### config.mk
export PLATFORM = sky130hd
export DESIGN_NAME = mc14500_core
export DESIGN_NICKNAME = d
export VERILOG_FILES = /design/src/rtl/mc14500_core.sv
export SDC_FILE = /design/constraint.sdc
export NUM_CORES = 1
export LEC_CHECK = 0
export ABC_CLOCK_PERIOD_IN_PS = 3700
export CAP_MARGIN = 10
export CORE_ASPECT_RATIO = 0.7
export CORE_UTILIZATION = 45
export CTS_CLUSTER_SIZE = 40
export DETAILED_ROUTE_END_ITERATION = 8
export GPL_TIMING_DRIVEN = 0
export PLACE_DENSITY = 0.76
export SKIP_CTS_REPAIR_TIMING = 1
export SLEW_MARGIN = 15
export SYNTH_ARGS = -nofsm -noshare
export SYNTH_HDL_FRONTEND = slang
export SYNTH_SLANG_ARGS = --single-unit
### constraint.sdc
create_clock -name clk -period 3.7 [get_ports clk]
set_clock_uncertainty 0.05 [all_clocks]
set_input_delay 0.74 -clock clk [delete_from_list [all_inputs] [get_ports clk]]
set_output_delay 0.74 -clock clk [all_outputs]
set_load 0.005 [all_outputs]
### src/rtl/mc14500_core.sv
// mc14500_core: instruction-execution stage of an MC14500B-style 1-bit
// controller. Each accepted instruction runs IDLE -> ADDR -> EXEC, operating
// on the result register (RR) and the IEN/OEN enables. It drives a 1-bit data
// RAM and raises the FLAG0/FLAGF/JMP/RTN strobes.
module mc14500_core #(
  parameter int ADDR_W = 8
) (
  input  logic              clk,
  input  logic              rst_n,
  input  logic              instr_valid,
  output logic              instr_ready,
  input  logic [3:0]        instr_op,
  input  logic [ADDR_W-1:0] instr_addr,
  output logic              ram_read,
  output logic              ram_write,
  output logic [ADDR_W-1:0] ram_address,
  output logic              ram_wdata,
  input  logic              ram_rdata,
  output logic              rr,
  output logic              flag0,
  output logic              flagf,
  output logic              jmp,
  output logic              rtn
);

  typedef enum logic [1:0] {S_IDLE, S_ADDR, S_EXEC} state_e;

  localparam logic [3:0] OP_NOPO = 4'h0, OP_LD   = 4'h1, OP_LDC  = 4'h2,
                         OP_AND  = 4'h3, OP_ANDC = 4'h4, OP_OR   = 4'h5,
                         OP_ORC  = 4'h6, OP_XNOR = 4'h7, OP_STO  = 4'h8,
                         OP_STOC = 4'h9, OP_IEN  = 4'hA, OP_OEN  = 4'hB,
                         OP_JMP  = 4'hC, OP_RTN  = 4'hD, OP_SKZ  = 4'hE,
                         OP_NOPF = 4'hF;

  state_e              state_q, state_d;
  logic [3:0]          op_q, op_d;
  logic [ADDR_W-1:0]   addr_q, addr_d;
  logic                rr_q, rr_d, ien_q, ien_d, oen_q, oen_d, skip_q, skip_d;
  logic                read_q, read_d, write_q, write_d, wdata_q, wdata_d;
  logic [3:0]          strb_q, strb_d;   // {flag0, flagf, jmp, rtn}
  logic [3:0]          op_nxt;
  logic                dat;

  // Opcodes that read their operand from RAM.
  function automatic logic is_data_op(input logic [3:0] op);
    return ((op >= OP_LD) && (op <= OP_XNOR)) || (op == OP_IEN) || (op == OP_OEN);
  endfunction

  // State register.
  always_ff @(posedge clk or negedge rst_n) begin
    // NOTE: sequential state uses non-blocking assignments so every flop
    // samples pre-edge values regardless of block ordering.
    if (!rst_n) state_q <= S_IDLE;
    else        state_q <= state_d;
  end

  // Next-state logic: a fixed three-cycle walk once an instruction is taken.
  always_comb begin
    // NOTE: every combinational output gets a default first so no path
    // leaves it unassigned, which would infer a latch.
    state_d = state_q;
    case (state_q)
      S_IDLE:  if (instr_valid) state_d = S_ADDR;
      S_ADDR:  state_d = S_EXEC;
      S_EXEC:  state_d = S_IDLE;
      default: state_d = S_IDLE;
    endcase
  end

  // Output logic: next values of the registered RAM controls and strobes,
  // decoded from the state being entered so the pins come straight off flops.
  always_comb begin
    read_d  = 1'b0;
    write_d = 1'b0;
    wdata_d = 1'b0;
    strb_d  = 4'b0000;
    op_nxt  = (state_q == S_IDLE) ? instr_op : op_q;
    if ((state_d != S_IDLE) && !skip_q) begin
      read_d = is_data_op(op_nxt);
      if (op_nxt == OP_STO)       wdata_d = rr_q;
      else if (op_nxt == OP_STOC) wdata_d = ~rr_q;
      if (state_d == S_EXEC) begin
        write_d = oen_q && ((op_nxt == OP_STO) || (op_nxt == OP_STOC));
        case (op_nxt)
          OP_NOPO: strb_d = 4'b1000;
          OP_NOPF: strb_d = 4'b0100;
          OP_JMP:  strb_d = 4'b0010;
          OP_RTN:  strb_d = 4'b0001;
          default: strb_d = 4'b0000;
        endcase
      end
    end
  end

  // Datapath: instruction latch on accept, RR/IEN/OEN/skip update at the end of EXEC.
  always_comb begin
    op_d   = op_q;
    addr_d = addr_q;
    rr_d   = rr_q;
    ien_d  = ien_q;
    oen_d  = oen_q;
    skip_d = skip_q;
    dat    = ram_rdata & ien_q;
    if ((state_q == S_IDLE) && instr_valid) begin
      op_d   = instr_op;
      addr_d = instr_addr;
    end
    if (state_q == S_EXEC) begin
      if (skip_q) begin
        skip_d = 1'b0;
      end else begin
        case (op_q)
          OP_LD:   rr_d = dat;
          OP_LDC:  rr_d = ~dat;
          OP_AND:  rr_d = rr_q & dat;
          OP_ANDC: rr_d = rr_q & ~dat;
          OP_OR:   rr_d = rr_q | dat;
          OP_ORC:  rr_d = rr_q | ~dat;
          OP_XNOR: rr_d = ~(rr_q ^ dat);
          OP_IEN:  ien_d = ram_rdata;
          OP_OEN:  oen_d = ram_rdata;
          OP_RTN:  skip_d = 1'b1;
          OP_SKZ:  skip_d = ~rr_q;
          default: ;
        endcase
      end
    end
  end

  // Datapath and output registers.
  always_ff @(posedge clk or negedge rst_n) begin
    if (!rst_n) begin
      op_q    <= OP_NOPO;
      addr_q  <= '0;
      rr_q    <= 1'b0;
      ien_q   <= 1'b0;
      oen_q   <= 1'b0;
      skip_q  <= 1'b0;
      read_q  <= 1'b0;
      write_q <= 1'b0;
      wdata_q <= 1'b0;
      strb_q  <= 4'b0000;
    end else begin
      op_q    <= op_d;
      addr_q  <= addr_d;
      rr_q    <= rr_d;
      ien_q   <= ien_d;
      oen_q   <= oen_d;
      skip_q  <= skip_d;
      read_q  <= read_d;
      write_q <= write_d;
      wdata_q <= wdata_d;
      strb_q  <= strb_d;
    end
  end

  assign instr_ready = (state_q == S_IDLE);
  assign ram_read    = read_q;
  assign ram_write   = write_q;
  assign ram_wdata   = wdata_q;
  assign ram_address = addr_q;
  assign rr          = rr_q;
  assign flag0       = strb_q[3];
  assign flagf       = strb_q[2];
  assign jmp         = strb_q[1];
  assign rtn         = strb_q[0];

endmodule

* Word-level counts from Yosys, hierarchy flattened
Cells that the tools add are included.
Word-level totals: bits in registers 25, input bits 16
Cells by class: bitwise operators 10, reductions and logical operators 15, mux-type cells 15, equal/unequal tests 21, $lt $le $gt $ge 2
Operators by type and width (number):
- $eq 4x4->1 const B | 11
- $eq 4x3->1 const B | 4
- $pmux 4 s4 | 1
- $mux 4 | 3
- $reduce_and 3->1 | 3
- $eq 4x2->1 const B | 2
- $mux 1 | 7
- $pmux 1 s7 | 1
- $reduce_bool 7->1 | 1
- $eq 2x2->1 const B | 2
- $eq 4x1->1 const B | 1
- $ge 4x1->1 const B | 1
- $le 4x3->1 const B | 1
- $logic_and 1x1->1 | 4
- $logic_not 4->1 | 1
- $not 1->1 | 4
- $pmux 2 s2 | 1
- $and 1x1->1 | 3
- $logic_or 1x1->1 | 3
- $eq 2x1->1 const B | 1
- $logic_not 2->1 | 1
- $mux 2 | 1
- $or 1x1->1 | 2
- $pmux 1 s2 | 1
- other kinds (3) | 3

* Logic depth before layout (Yosys ltp)
Gate-level depths: netlist of run 1.
depth after elaboration 7, mapped depth 6, gate-level depth less buffers 4

* Worst setup path after synthesis of run 1
OpenSTA, ideal clock, no wires.
kind input -> register, start point input instr_valid, end point register op_q[1], required time 3.525 ns, data arrival time 1.443 ns, path buffers 2, cell stages on the path 4, path slack 2.083 ns, cell sequence and2_2 buf_2 buf_6 mux2_2
On the way: cells in the longest elaborated chain, start to end 1
Ends and longest elaborated chain:
- start: declaration | line 10 | input logic instr_valid,
- $logic_and 1x1->1 | line 104 | if ((state_q == S_IDLE) && instr_valid) begin
- end signal: assignment | line 144 | op_q <= op_d;
- end: declaration | line 36 | logic [3:0] op_q, op_d;
Every way passes these cells. A chain may end at the register's enable or synchronous reset.

* Worst setup path after layout of run 1
start point register state_q[1], end point output instr_ready
On the way: cells in the longest elaborated chain, start to end 1
Ends and longest elaborated chain:
- start: declaration | line 35 | state_e state_q, state_d;
- start signal: assignment | line 54 | else state_q <= state_d;
- $logic_not 2->1 | line 157 | assign instr_ready = (state_q == S_IDLE);
- end: declaration | line 11 | output logic instr_ready,
Every way passes these cells.

==> results by group, run 1 <==
Synthesis
  • Synth Area per Inst: 11.9 um2
  • Sequential fraction of the synthesis area: a little over half
  • #FFs+latches synth: 25
  • Yosys warning total: 0
  • Post-Synthesis Cell Area: 1140 um2
  • Syn_nets: 112
  • Number of synthesized flops with an enable pin: 0
  • Top_reg_cell synth: dfrtp_1
  • Yosys cell types: 27
  • Gate Count Post-Synth: 96
  • Async set-reset flop share out of synthesis: 100%

Setup path
  • Reg2reg setup slack: 1960 ps
  • Largest stage delay, worst path: 550 ps
  • WS Path Type: reg -> out
  • CP max FO: 7
  • CP startpoint: state_q[1]
  • R2r startpoint: state_q[1]
  • CP max stage cell: clkdlybuf4s50_1
  • R2r endpoint: ram_address[7]
  • CP required: 2910 ps
  • Worst EP arrival: between 1500 and 2000 ps
  • Worst setup SP type: flip-flop
  • Setup crit end kind: output pin
  • Critical-path cell list: nor2_4 -> clkdlybuf4s50_1
  • R2R depth: 5
  • Critical Path Sink: instr_ready

Clock tree
  • Clk pin slew, worst setup/hold paths: 140 ps
  • # clock sinks: 25
  • Clock Latency Late Sink: 320 ps
  • CTS buffer count: 3
  • TritonCTS clock tree: built
  • Clk buf depth: 2
  • H-tree levels: 1
  • Clock Tree Root: clkbuf_4

Timing
  • TNS Setup: 0 ps
  • Actual slew at the worst max-slew pin: about 540 ps
  • Final Hold Fails: 0
  • RSZ-0062 raised after global routing: no
  • FMAX: between 0.4 and 0.5 GHz
  • Slew Viols, Final: 0
  • Slew headroom: around 64%
  • # setup viols final: 0
  • Setup ws final: 1310 ps
  • Period Utilization, post-route: 64.6%
  • Min cycle time layout: 2390 ps

Final layout
  • Final Util: 67.4%
  • Layout cells sized above 1: a little over a fifth
  • Most frequent cells in the layout: clkdlybuf4s50_1, dfrtp_1, mux2_2, nor2_1, nand2_1
  • Fill cells: 178
  • Commonest non-fill, non-tap cell in the layout: clkdlybuf4s50_1
  • Post-layout net count: 149
  • Final instance area: 1520 um2
  • Area grow syn2layout: 33.8%
  • Sequential cell area: about 630 um2
  • Ant diodes: 0
  • Multi-input logic area: slightly below 500 um2

Power
  • Cell leakage power: 0.642 nW
  • Internal power: 0.543 mW
  • P per Cell Area: approximately 520 nW/um2
  • Combinational share of power: 36.3%
  • Switching Share: between 30% and 40%
  • VDD IR max: 383 uV
  • Power Total: 0.792 mW
  • P_sw: 0.248 mW
  • Flop pwr share: between 40 and 50%
  • Clk pwr share: 15.5%

Global routing
  • Pin count of the biggest net entering global routing: 26
  • Global-route wire length before repair: 3780 um
  • Initial antenna violation count: 0
  • Aggregate global-route resource usage: 18.3%
  • Vias in the first global route: 854
  • Total gr overflow: 0

Floorplanning
  • Core Footprint: 2260 um2
  • Die W: 62.1 um
  • Die footprint: approximately 2700 um2
  • Num rows: 14
  • Top-Level Pins: 33
  • Die H: roughly 44 um
  • Starting Density: 50.4%

Detailed routing
  • DRT iter0 DRCs: 15
  • DR vias/cell: 5.15
  • Via count: 845
  • WL final: between 2000 and 2500 um
  • Routed wire length per instance: roughly 13 um
  • 1st-pass router iterations: 4
  • Drt drc: 0
  • Antenna Violating Nets Remaining: 0

Run status
  • Outcome: finished, final reports clean

Placed design
  • Port bufs: 32
  • DP HPWL: 1620 um
  • RD Place Congestion: 0.758
  • Cell Area, Placed: 1500 um2
  • Setup WS pre-CTS: between 1000 and 1500 ps

Run
  • Max_cap viols: 0

Min path
  • Worst hold-check path type: in -> async
[sequential cells by signal, summed over array words and instances, names as in the netlist]
signal,count
ram_address,8
op_q,4
strb_q,4
state_q,2
ien_q,1
oen_q,1
ram_read,1
ram_wdata,1
ram_write,1
rr,1
skip_q,1
[synthesized netlist by cell type, types with 2 or more instances]
cell | n | area (um2)
a21oi_1 | 3 | 15.0
a31oi_1 | 2 | 12.5
buf_2 | 2 | 10.0
clkbuf_1 | 2 | 7.51
dfrtp_1 | 25 | 626
mux2_2 | 13 | 146
mux2_4 | 2 | 30.0
mux2i_1 | 4 | 40.0
nand2_1 | 5 | 18.8
nand3_1 | 4 | 20.0
nand4_1 | 4 | 25.0
nor2_1 | 9 | 33.8
nor2b_1 | 3 | 18.8
nor3_1 | 2 | 10.0
o21ai_0 | 4 | 20.0
[logic make-up after synthesis]
kind of cell / share of synthesized area, %
muxes: 19.0
DFF: 54.9
AOI/OAI and AO/OA: 5.05
xor gates and xnor gates: 0.769
and+or+nand+nor: 17.4
buffers and inverters: 2.86
[critical path: cells and delay by family (launching register included)]
kind	cells	cell delay, ps
AND/OR/NAND/NOR	1	270
buffers and inverters	1	550
flip-flops	1	460
[cell type report]
cell class / instances / share of cell area [%]
Buffer: 5 / 1.89
Clock buffer: 3 / 1.48
Clock inverter: 1 / 0.493
Inverter: 1 / 0.246
Multi-Input combinational cell: 65 / 31.5
Sequential cell: 25 / 41.1
Tap cell: 32 / 2.63
Timing Repair Buffer: 32 / 20.7
[routing by layer]
layer | vias up | part of all wire, % | GRT usage (%)
met4 | 0 | 0.60 | 4.19
met2 | 31 | 50 | 31.9
li1 | 411 | - | -
met3 | 2 | 5.0 | 5.67
met1 | 401 | 45 | 22.9
met5 | - | 0 | 0
[worst min-delay path by stage]
stage	from	end	slack, ps
3_3_place_gp	ram_address[7]	ram_address[7]	440
3_5_place_dp	ram_address[6]	ram_address[6]	440
6_report	rst_n	ram_write	330
5_1_grt	rst_n	ram_wdata	360
2_1_floorplan	rst_n	ien_q	390
4_1_cts	oen_q	ram_write	470
[per-stage QoR]
stage          hold WS, ps  cells
5_1_grt                359    164
2_1_floorplan          394     96
6_report               329    164
3_3_place_gp           439    160
4_1_cts                469    164
3_5_place_dp           444    160
[power by group through the flow]
stage                     sequential [mW]  combinational, mW  clock [mW]
final                               0.381              0.288       0.123
after global placement              0.383              0.282           0
after floorplan                     0.381              0.161           0
after detailed placement            0.387              0.288           0
after global routing                0.391              0.316       0.138
after CTS                           0.381              0.290       0.128
Note: power is estimated with default switching activity, not from simulation.
==> run 2, diff against run 1 <==
--- a/config.mk
+++ b/config.mk
@@ -5,7 +5,7 @@
 export SDC_FILE = /design/constraint.sdc
 export NUM_CORES = 1
 export LEC_CHECK = 0
-export ABC_CLOCK_PERIOD_IN_PS = 3700
+export ABC_CLOCK_PERIOD_IN_PS = 2210
 export CAP_MARGIN = 10
 export CORE_ASPECT_RATIO = 0.7
 export CORE_UTILIZATION = 45
==> constraint.sdc (replaced) <==
create_clock -name clk -period 2.21 [get_ports clk]
set_clock_uncertainty 0.05 [all_clocks]
set_input_delay 0.442 -clock clk [delete_from_list [all_inputs] [get_ports clk]]
set_output_delay 0.442 -clock clk [all_outputs]
set_load 0.005 [all_outputs]
==> results of run 2 <==
Same layout as run 1 (identical final DEF). Status: finished, final reports clean.
Main changes from that run: setup slack after placement 1490 ps -> 293 ps; setup slack after layout 1310 ps -> 118 ps; hold slack 329 ps -> 31.2 ps; register-to-register setup slack 1960 ps -> 470 ps; total power 0.792 mW -> 1.33 mW; worst IR drop on VDD 383 uV -> 641 uV
==> run 3, diff against run 2 <==
--- a/config.mk
+++ b/config.mk
@@ -8,6 +8,7 @@
 export ABC_CLOCK_PERIOD_IN_PS = 2210
 export CAP_MARGIN = 10
 export CORE_ASPECT_RATIO = 0.7
+export CORE_MARGIN = 10
 export CORE_UTILIZATION = 45
 export CTS_CLUSTER_SIZE = 40
 export DETAILED_ROUTE_END_ITERATION = 8
==> results by group, run 3 (synthesis gave the netlist of run 1 again) <==
Detailed routing
  • Drt drc: 0 (unchanged)
  • 1st-pass router iterations: 4 (unchanged)
  • Top sig layer: met4
  • DR vias/cell: 5.22 (+1.3%)
  • Met2 WL: 1220 um (+13%)
  • Met1 WL: 1160 um (+19%)
  • Antenna Violating Nets Remaining: 0 (unchanged)
  • Routed wire length per instance: 15.5 um (+17%)
  • DR WL met3: 144 um (+33%)
  • Via count: 866 (+2.5%)
  • WL final: 2570 um (+18%)
  • DRT iter0 DRCs: 68 (+53)

Setup path
  • CP required: 1720 ps
  • Worst EP arrival: 1610 ps (about the same)
  • Setup crit end kind: output pin
  • CP Buf/Inv Count: 1 (unchanged)
  • Largest stage delay, worst path: 560 ps (about the same)
  • Worst setup SP type: flip-flop
  • WS Path Type: reg -> out
  • CP max stage cell: clkdlybuf4s50_1
  • Reg2reg setup slack: 470 ps
  • R2R depth: 5 (unchanged)
  • Critical path's top delay family: buffers and inverters
  • Critical-path cell list: nor2_4 -> clkdlybuf4s50_1
  • CP max FO: 7 (unchanged)
  • Critical path depth in cells: 2 (unchanged)

Timing
  • Slew Viols, Final: 0 (unchanged)
  • Final Hold Fails: 0 (unchanged)
  • FMAX: 0.476 GHz
  • RSZ-0062 raised after global routing: no
  • Actual slew at the worst max-slew pin: 538 ps (-5.63 ps)
  • Setup ws final: between 100 and 150 ps
  • Slew headroom: 64.1% (+0.38 points)
  • Period Utilization, post-route: 95.1%
  • Min cycle time layout: 2100 ps
  • # setup viols final: 0 (unchanged)
  • TNS Setup: 0 ps (unchanged)

Clock tree
  • Clock Latency Late Sink: 330 ps (about the same)
  • # clock sinks: 25 (unchanged)
  • TritonCTS clock tree: built
  • Clock Tree Root: clkbuf_4
  • CTS buffer count: 3 (unchanged)
  • H-tree levels: 1 (unchanged)
  • Clk buf depth: 2 (unchanged)
  • Clk pin slew, worst setup/hold paths: 150 ps (about the same)

Global routing
  • Aggregate global-route resource usage: 10.5% (-7.8 points)
  • Global-route wire length before repair: 4110 um (+8.6%)
  • Pin count of the biggest net entering global routing: 26 (unchanged)
  • Vias in the first global route: 846 (-0.94%)
  • Initial antenna violation count: 0 (unchanged)
  • Total gr overflow: 0 (unchanged)

Floorplanning
  • Top-Level Pins: 33 (unchanged)
  • Core Footprint: 2440 um2 (+8.0%)
  • Die W: 80.1 um (+29%)
  • Starting Density: 46.7% (-3.7 points)
  • Die H: 62.1 um (+41%)
  • Num rows: 15 (+1)
  • Die footprint: 4970 um2 (+82%)

Power
  • VDD IR max: 723 uV
  • P per Cell Area: 882 nW/um2
  • Switching Share: 32.4%
  • Flop pwr share: 47.3% (-0.9 points)
  • Internal power: roughly 0.9 mW
  • P_sw: about 0.44 mW
  • Cell leakage power: 0.642 nW (unchanged)
  • Clk pwr share: 16.1% (+0.6 points)
  • Combinational share of power: 36.6% (+0.3 points)
  • Power Total: 1.35 mW

Final layout
  • Commonest non-fill, non-tap cell in the layout: clkdlybuf4s50_1
  • Number of flip-flops under the largest register name: 8 (unchanged)
  • Area grow syn2layout: 34.1%
  • Fin cells: 166 (+1.2%)
  • Post-layout net count: 149 (unchanged)
  • Most frequent cells in the layout: clkdlybuf4s50_1, dfrtp_1, mux2_2, nor2_1, nand2_1
  • Ant diodes: 0 (unchanged)
  • Layout cells sized above 1: 22.0% (unchanged)

Run status
  • Outcome: finished, final reports clean

Placed design
  • Port bufs: 32 (unchanged)
  • Setup WS pre-CTS: 313 ps
  • DP HPWL: 1910 um (+18%)
  • Post-placement cell count: 162 (+1.3%)
  • RD Place Congestion: 0.795 (+4.9%)

Run
  • Max_cap viols: 0 (unchanged)

Min path
  • Worst hold-check path type: in -> async
-- run 3: cell counts in the layout (fill, tap and decap cells not counted) --
Identical to the previous run, type by type.
-- run 3: through the flow --
| stage | cell area, um2 | utilization, % | hold slack [ps] |
|---|---|---|---|
| after floorplan | 1140 | - | 96.4 |
| after global placement | 1500 | 61.5 | 438 |
| after detailed placement | 1500 | 61.5 | 446 |
| after CTS | 1530 | 62.8 | 469 |
| after global routing | 1530 | 62.6 | 40.1 |
| final | 1530 | 62.6 | 18.9 |
-- run 3: power by group through the flow --
stage	clock, mW	sequential, mW	combinational [mW]
floorplan	0	0.637	0.270
global placement	0	0.639	0.483
detailed placement	0	0.646	0.489
CTS	0.220	0.637	0.499
global route	0.236	0.653	0.545
finish	0.217	0.636	0.493
-- run 3: final timing paths --
kind | startpoint | end
worst max register to register | state_q[1] | op_q[2]
max in group asynchronous | rst_n | rr
worst min-delay path | rst_n | ram_address[0]
min in group clk | oen_q | ram_write
worst min register to register | oen_q | ram_write
worst max-delay path | state_q[1] | instr_ready
-- run 3: layout make-up --
cell class,instances,area (um2)
fill,210,913
multi-input combinational,65,480
clock inverter,1,7.51
tap,34,42.5
buffer,5,28.8
inverter,1,3.75
clock buffer,3,22.5
timing repair buffer,32,315
sequential,25,626
-- run 3: routing by layer --
layer / vias to the layer above / global-route usage [%]
li1: 407 / -
met1: 428 / 13.3
met2: 25 / 16.8
met3: 6 / 3.45
met4: 0 / 3.00
met5: - / 0
